[src/rtl/nand_bus_cycle.sv]
// NAND pin-level bus cycle engine: CE/CLE/ALE/WE/RE waveform generation,
// write-data drive, read capture and optional ready/busy wait.
// Build option: define NAND_RB_TIMEOUT_EN to bound the R/B wait by RB_TIMEOUT
// cycles; otherwise the engine waits for R/B indefinitely.
module nand_bus_cycle #(
  parameter int T_LOW      = 2,
  parameter int T_HIGH     = 2,
  parameter int T_WB       = 4,
  parameter int RB_TIMEOUT = 1000000
) (
  input  logic       clk,
  input  logic       rst,
  input  logic       req_valid,
  output logic       req_ready,
  input  logic [1:0] req_type,
  input  logic [7:0] req_data,
  input  logic       req_last,
  input  logic       req_wait_rb,
  output logic       rsp_valid,
  output logic [7:0] rsp_data,
  output logic       busy,
  output logic       rb_timeout,
  output logic       ce,
  output logic       cle,
  output logic       ale,
  output logic       we,
  output logic       re,
  output logic [7:0] io_write,
  output logic       io_drive_en,
  input  logic [7:0] io,
  input  logic       rb
);

  if (T_LOW < 1 || T_LOW > 255 || T_HIGH < 1 || T_HIGH > 255 ||
      T_WB < 1 || T_WB > 255 || RB_TIMEOUT < 1 || RB_TIMEOUT > 24'hFFFFFF) begin : g_bad_param
    $error("nand_bus_cycle: timing parameter out of range");
  end

  localparam logic [1:0] TYPE_CMD  = 2'b00;
  localparam logic [1:0] TYPE_ADDR = 2'b01;
  localparam logic [1:0] TYPE_READ = 2'b11;

  localparam logic [7:0] LOW_LAST  = 8'(T_LOW - 1);
  localparam logic [7:0] HIGH_LAST = 8'(T_HIGH - 1);
  localparam logic [7:0] WB_LAST   = 8'(T_WB - 1);

  typedef enum logic [2:0] {
    S_IDLE, S_LOW, S_HIGH, S_WB, S_WAIT_RB, S_TIMEOUT
  } state_t;

  state_t     state_q, state_d;
  logic [7:0] cnt_q, cnt_d;
  logic [1:0] type_q, type_d;
  logic       last_q, last_d;
  logic       wait_q, wait_d;
  logic       ce_q, ce_d, cle_q, cle_d, ale_q, ale_d, we_q, we_d, re_q, re_d;
  logic       drive_q, drive_d;
  logic [7:0] io_write_q, io_write_d;
  logic [7:0] rsp_data_q, rsp_data_d;
  logic       rb_meta, rb_s;

`ifdef NAND_RB_TIMEOUT_EN
  localparam logic [23:0] TMO_LAST = 24'(RB_TIMEOUT - 1);
  logic [23:0] tmo_q, tmo_d;
`endif

  // Two-flop synchroniser for the asynchronous ready/busy pin; preset to ready.
  always_ff @(posedge clk) begin
    if (rst) begin
      rb_meta <= 1'b1;
      rb_s    <= 1'b1;
    end else begin
      rb_meta <= rb;
      rb_s    <= rb_meta;
    end
  end

  // Next-state and next pin values; pins are registered so they change on the edge.
  always_comb begin
    state_d    = state_q;
    cnt_d      = cnt_q;
    type_d     = type_q;
    last_d     = last_q;
    wait_d     = wait_q;
    ce_d       = ce_q;
    cle_d      = cle_q;
    ale_d      = ale_q;
    we_d       = we_q;
    re_d       = re_q;
    drive_d    = drive_q;
    io_write_d = io_write_q;
    rsp_data_d = rsp_data_q;
`ifdef NAND_RB_TIMEOUT_EN
    tmo_d      = tmo_q;
`endif
    case (state_q)
      S_IDLE: begin
        if (req_valid && req_ready) begin
          state_d = S_LOW;
          cnt_d   = 8'd0;
          type_d  = req_type;
          last_d  = req_last;
          wait_d  = req_wait_rb;
          ce_d    = 1'b0;
          cle_d   = (req_type == TYPE_CMD);
          ale_d   = (req_type == TYPE_ADDR);
          if (req_type == TYPE_READ) begin
            drive_d = 1'b0;
            re_d    = 1'b0;
          end else begin
            drive_d    = 1'b1;
            io_write_d = req_data;
            we_d       = 1'b0;
          end
        end
      end
      S_LOW: begin
        if (cnt_q == LOW_LAST) begin
          state_d = S_HIGH;
          cnt_d   = 8'd0;
          we_d    = 1'b1;
          re_d    = 1'b1;
          if (type_q == TYPE_READ) rsp_data_d = io;
        end else begin
          cnt_d = cnt_q + 8'd1;
        end
      end
      S_HIGH: begin
        if (cnt_q == HIGH_LAST) begin
          cnt_d   = 8'd0;
          cle_d   = 1'b0;
          ale_d   = 1'b0;
          drive_d = 1'b0;
          if (wait_q) begin
            state_d = S_WB;
          end else begin
            state_d = S_IDLE;
            if (last_q) ce_d = 1'b1;
          end
        end else begin
          cnt_d = cnt_q + 8'd1;
        end
      end
      S_WB: begin
        if (cnt_q == WB_LAST) begin
          state_d = S_WAIT_RB;
          cnt_d   = 8'd0;
`ifdef NAND_RB_TIMEOUT_EN
          tmo_d   = 24'd0;
`endif
        end else begin
          cnt_d = cnt_q + 8'd1;
        end
      end
      S_WAIT_RB: begin
        if (rb_s) begin
          state_d = S_IDLE;
          if (last_q) ce_d = 1'b1;
        end
`ifdef NAND_RB_TIMEOUT_EN
        else if (tmo_q == TMO_LAST) begin
          state_d = S_TIMEOUT;
          ce_d    = 1'b1;
        end else begin
          tmo_d = tmo_q + 24'd1;
        end
`endif
      end
      default: begin
        state_d = S_IDLE;
      end
    endcase
  end

  // State and pin registers; reset parks the bus in its idle, deselected state.
  always_ff @(posedge clk) begin
    if (rst) begin
      state_q    <= S_IDLE;
      cnt_q      <= 8'd0;
      type_q     <= 2'b00;
      last_q     <= 1'b0;
      wait_q     <= 1'b0;
      ce_q       <= 1'b1;
      cle_q      <= 1'b0;
      ale_q      <= 1'b0;
      we_q       <= 1'b1;
      re_q       <= 1'b1;
      drive_q    <= 1'b0;
      io_write_q <= 8'd0;
      rsp_data_q <= 8'd0;
`ifdef NAND_RB_TIMEOUT_EN
      tmo_q      <= 24'd0;
`endif
    end else begin
      state_q    <= state_d;
      cnt_q      <= cnt_d;
      type_q     <= type_d;
      last_q     <= last_d;
      wait_q     <= wait_d;
      ce_q       <= ce_d;
      cle_q      <= cle_d;
      ale_q      <= ale_d;
      we_q       <= we_d;
      re_q       <= re_d;
      drive_q    <= drive_d;
      io_write_q <= io_write_d;
      rsp_data_q <= rsp_data_d;
`ifdef NAND_RB_TIMEOUT_EN
      tmo_q      <= tmo_d;
`endif
    end
  end

  assign req_ready   = (state_q == S_IDLE) && !rst;
  assign busy        = (state_q != S_IDLE);
  assign rsp_valid   = (state_q == S_HIGH) && (cnt_q == HIGH_LAST) && (type_q == TYPE_READ);
  assign rsp_data    = rsp_data_q;
  assign ce          = ce_q;
  assign cle         = cle_q;
  assign ale         = ale_q;
  assign we          = we_q;
  assign re          = re_q;
  assign io_write    = io_write_q;
  assign io_drive_en = drive_q;

`ifdef NAND_RB_TIMEOUT_EN
  assign rb_timeout = (state_q == S_TIMEOUT);
`else
  assign rb_timeout = 1'b0;
`endif

endmodule

[config.mk]
export PLATFORM = sky130hd
export DESIGN_NAME = nand_bus_cycle
export DESIGN_NICKNAME = d
export VERILOG_FILES = /design/src/rtl/nand_bus_cycle.sv
export SDC_FILE = /design/constraint.sdc
export NUM_CORES = 1
export LEC_CHECK = 0
export CORE_MARGIN = 2
export CORE_UTILIZATION = 47
export CTS_CLUSTER_DIAMETER = 100
export DETAILED_ROUTE_END_ITERATION = 16
export MAX_ROUTING_LAYER = met4
export PLACE_DENSITY = 0.81
export SETUP_SLACK_MARGIN = 0.05
export SYNTH_ARGS = -nofsm -noshare
export SYNTH_HDL_FRONTEND = slang
export SYNTH_SLANG_ARGS = --single-unit
export TNS_END_PERCENT = 30
[constraint.sdc]
create_clock -name clk -period 2.15 [get_ports clk]
set_clock_uncertainty 0.05 [all_clocks]
set_input_delay 0.3225 -clock clk [delete_from_list [all_inputs] [get_ports clk]]
set_output_delay 0.3225 -clock clk [all_outputs]
set_load 0.05 [all_outputs]
==> flow_summary_export.csv <==
group,metric,value,unit
cts,cts_buffers,5,
sta,fin_ws,-0.129,ns
yosys,yosysUniqueCellTypes,41,
floorplanning,coreArea,0.00361,sq mm
critical_path,critPathMaxFanout,4,
sta,tightestPinTransition,0.524,ns
sta,setup_violations,2,
routing,via_per_inst,5.29,
sta,holdWs,0.356,ns
min_path,hold_depth,1,
sta,setup_tns,-0.170,ns
routing,drc_errors,0,
critical_path,start_kind,"flip-flop",
placed_design,place_congestion,0.906,
cts,htreeDepth,2,
global_routing,grt_pass1_vias,1546,
status,violations,"setup timing",
global_routing,grt_pass1_wl,7380,um
yosys,synth-seq-area-share,0.446,
min_path,min_path_type,"flip-flop to flip-flop",
cts,cts_num_sinks,39,
critical_path,endpoint_kind,"primary output",
sta,slew-limit-headroom,0.650,
routing,ant_nets,0,
global_routing,antenna_found_initial,0,
power,p_leak,1.03,nW
cells_and_area,area_delta_synth_final,48.3,%
cts,clk_latency,0.29,ns
cts,clk_pin_slew,0.07,ns
floorplanning,die_w,65.0,um
cells_and_area,n_fill_cell,268,
cts,cts_root_buffer,"clkbuf_8",
placed_design,dp_slack,-0.314,ns
critical_path,path_class,"flip-flop to primary output",
cts,cts_tree,"built",
floorplanning,rows,22,
cells_and_area,final_cell_mix,"45 x clkdlybuf4s50_1, 39 x dfxtp_1, 38 x nand2_1",
yosys,yosys_register_bits,39,
power,ir_worst_vdd,486,uV
critical_path,worstPathRequired,1.78,ns
yosys,async_flop_share,0,
routing,wl_per_cell,14.0,um
floorplanning,floorplan.die_area,0.00423,sq mm
sta,hold_viol_final,0,
status,status,"complete, but fails checks",
sta,min_period_over_period,1.06,
cells_and_area,final_layout_size_suffix_gt1_frac,0.173,
sta,fmax,439,MHz
yosys,syn_inst,211,
power,power_density,789,mW/mm^2
floorplanning,die_y,65.0,um
yosys,yosysWarnings,0,
placed_design,dpl_cell_area,0.00243,sq mm
routing,vias,1726,
yosys,synth_edf_count,0,
sta,period_needed,2.28,ns
yosys,synth_fp_nets,237,
cts,clk_path_buf_depth,2,
power,p_total,2.05,mW
critical_path,arrival,1.91,ns
yosys,syn_avg_cell_area,8.29,sq um
yosys,syn_area,0.00175,sq mm
routing,drt-total-wl,4550,um
sta,drv_slew,0,
cells_and_area,num-nets-final,303,
critical_path,ff2ff_path_depth,6,
global_routing,grt_max_degree,34,
sta,rsz0062_at_grt,"true",
floorplanning,start_util,0.485,
cells_and_area,n_antenna_cell,0,
placed_design,dp_hpwl,3200,um
flow_run,cap_violations,0,
global_routing,track_usage,0.234,
placed_design,place.port_buffers,48,
floorplanning,io_pins,50,
cells_and_area,final_common_cell,"clkdlybuf4s50_1",
yosys,yosys_most_used_dff,"dfxtp_1",
cells_and_area,design_area,0.00259,sq mm
global_routing,grt_overflow_total,0,
routing,first_pass_iters,4,
routing,drt_iter0_drc,135,
## cells in the mapped netlist, types with 3 or more instances
cell type  count  area [sq um]
a21oi_1       17          85.1
a31oi_1        5          31.3
clkbuf_1       9          33.8
dfxtp_1       39           781
inv_1          7          26.3
mux2i_1        8          80.1
nand2_1       38           143
nand2b_1       3          18.8
nand3_1        5          25.0
nor2_1        24          90.1
nor3_1         5          25.0
o21ai_0       11          55.1
or2_2          3          18.8
## state kept, by name, summed over array words and instances (netlist names)
signal,flops
ale,1
io_write,8
rb_meta,1
last_q,1
wait_q,1
cle,1
io_drive_en,1
rb_s,1
rsp_data,8
cnt_q,8
re,1
we,1
type_q,2
state_q,3
ce,1
## worst max-delay path: stages, from the launching register on
cell and delay [ns]:
dfxtp_1 0.32, or4_4 0.58, nor4b_4 0.32, and4_4 0.27
buf_12 0.13
## kinds of logic (layout without fill, tap and decap cells)
family	Yosys count	count (layout)	share of synthesized area
DFF	39	39	0.446
AOI/OAI and AO/OA	48	48	0.172
adders and majority gates	2	2	0.0143
other	1	1	0.00214
buffers and inverters	18	85	0.0415
and+or+nand+nor	93	93	0.268
xor gates and xnor gates	2	2	0.0100
muxes	8	8	0.0458
## final timing paths
kind | start | endpoint | slack (ns)
setup / recovery | cnt_q[4] | rsp_valid | -0.13
hold / removal | rb_meta | rb_s | 0.36
setup reg to reg | cnt_q[0] | state_q[1] | -0.04
hold reg to reg | rb_meta | rb_s | 0.36
## per-layer routing
layer / global-route usage / routed length, um / vias up
met4: 0.0771 / 78 / 0
met5: - / 0 / -
met1: 0.313 / 2020 / 782
met2: 0.351 / 2170 / 67
li1: - / - / 869
met3: 0.0538 / 289 / 8
## report_power, final
group	switching, mW	internal (mW)	total (mW)
Combinational	0.306	0.228	0.535
Clock	0.250	0.464	0.714
Sequential	0.0355	0.763	0.798
## per-stage QoR
step | utilization | instances
after global placement | 0.673 | 316
final | 0.719 | 326
after detailed placement | 0.673 | 316
after CTS | 0.712 | 324
after global routing | 0.719 | 326
after floorplan | - | 211
## timing repair
item / 4_1_cts / 5_1_grt
hold buffers: 0 / 0
resized for setup: 2 / 2
endpoints found under the setup margin: 12 / 20
pin swaps: 2 / 3
setup buffers: 0 / 3
## cell type report
class / count / area, sq um / share of cell area
timing repair buffer: 70 / 676 / 0.260
inverter: 7 / 26.3 / 0.0101
clock inverter: 2 / 60.1 / 0.0232
tap: 48 / 60.1 / 0.0232
sequential: 39 / 781 / 0.301
clock buffer: 6 / 72.6 / 0.0280
multi-input combinational: 154 / 918 / 0.354
Power figures use the tool's default switching activity.
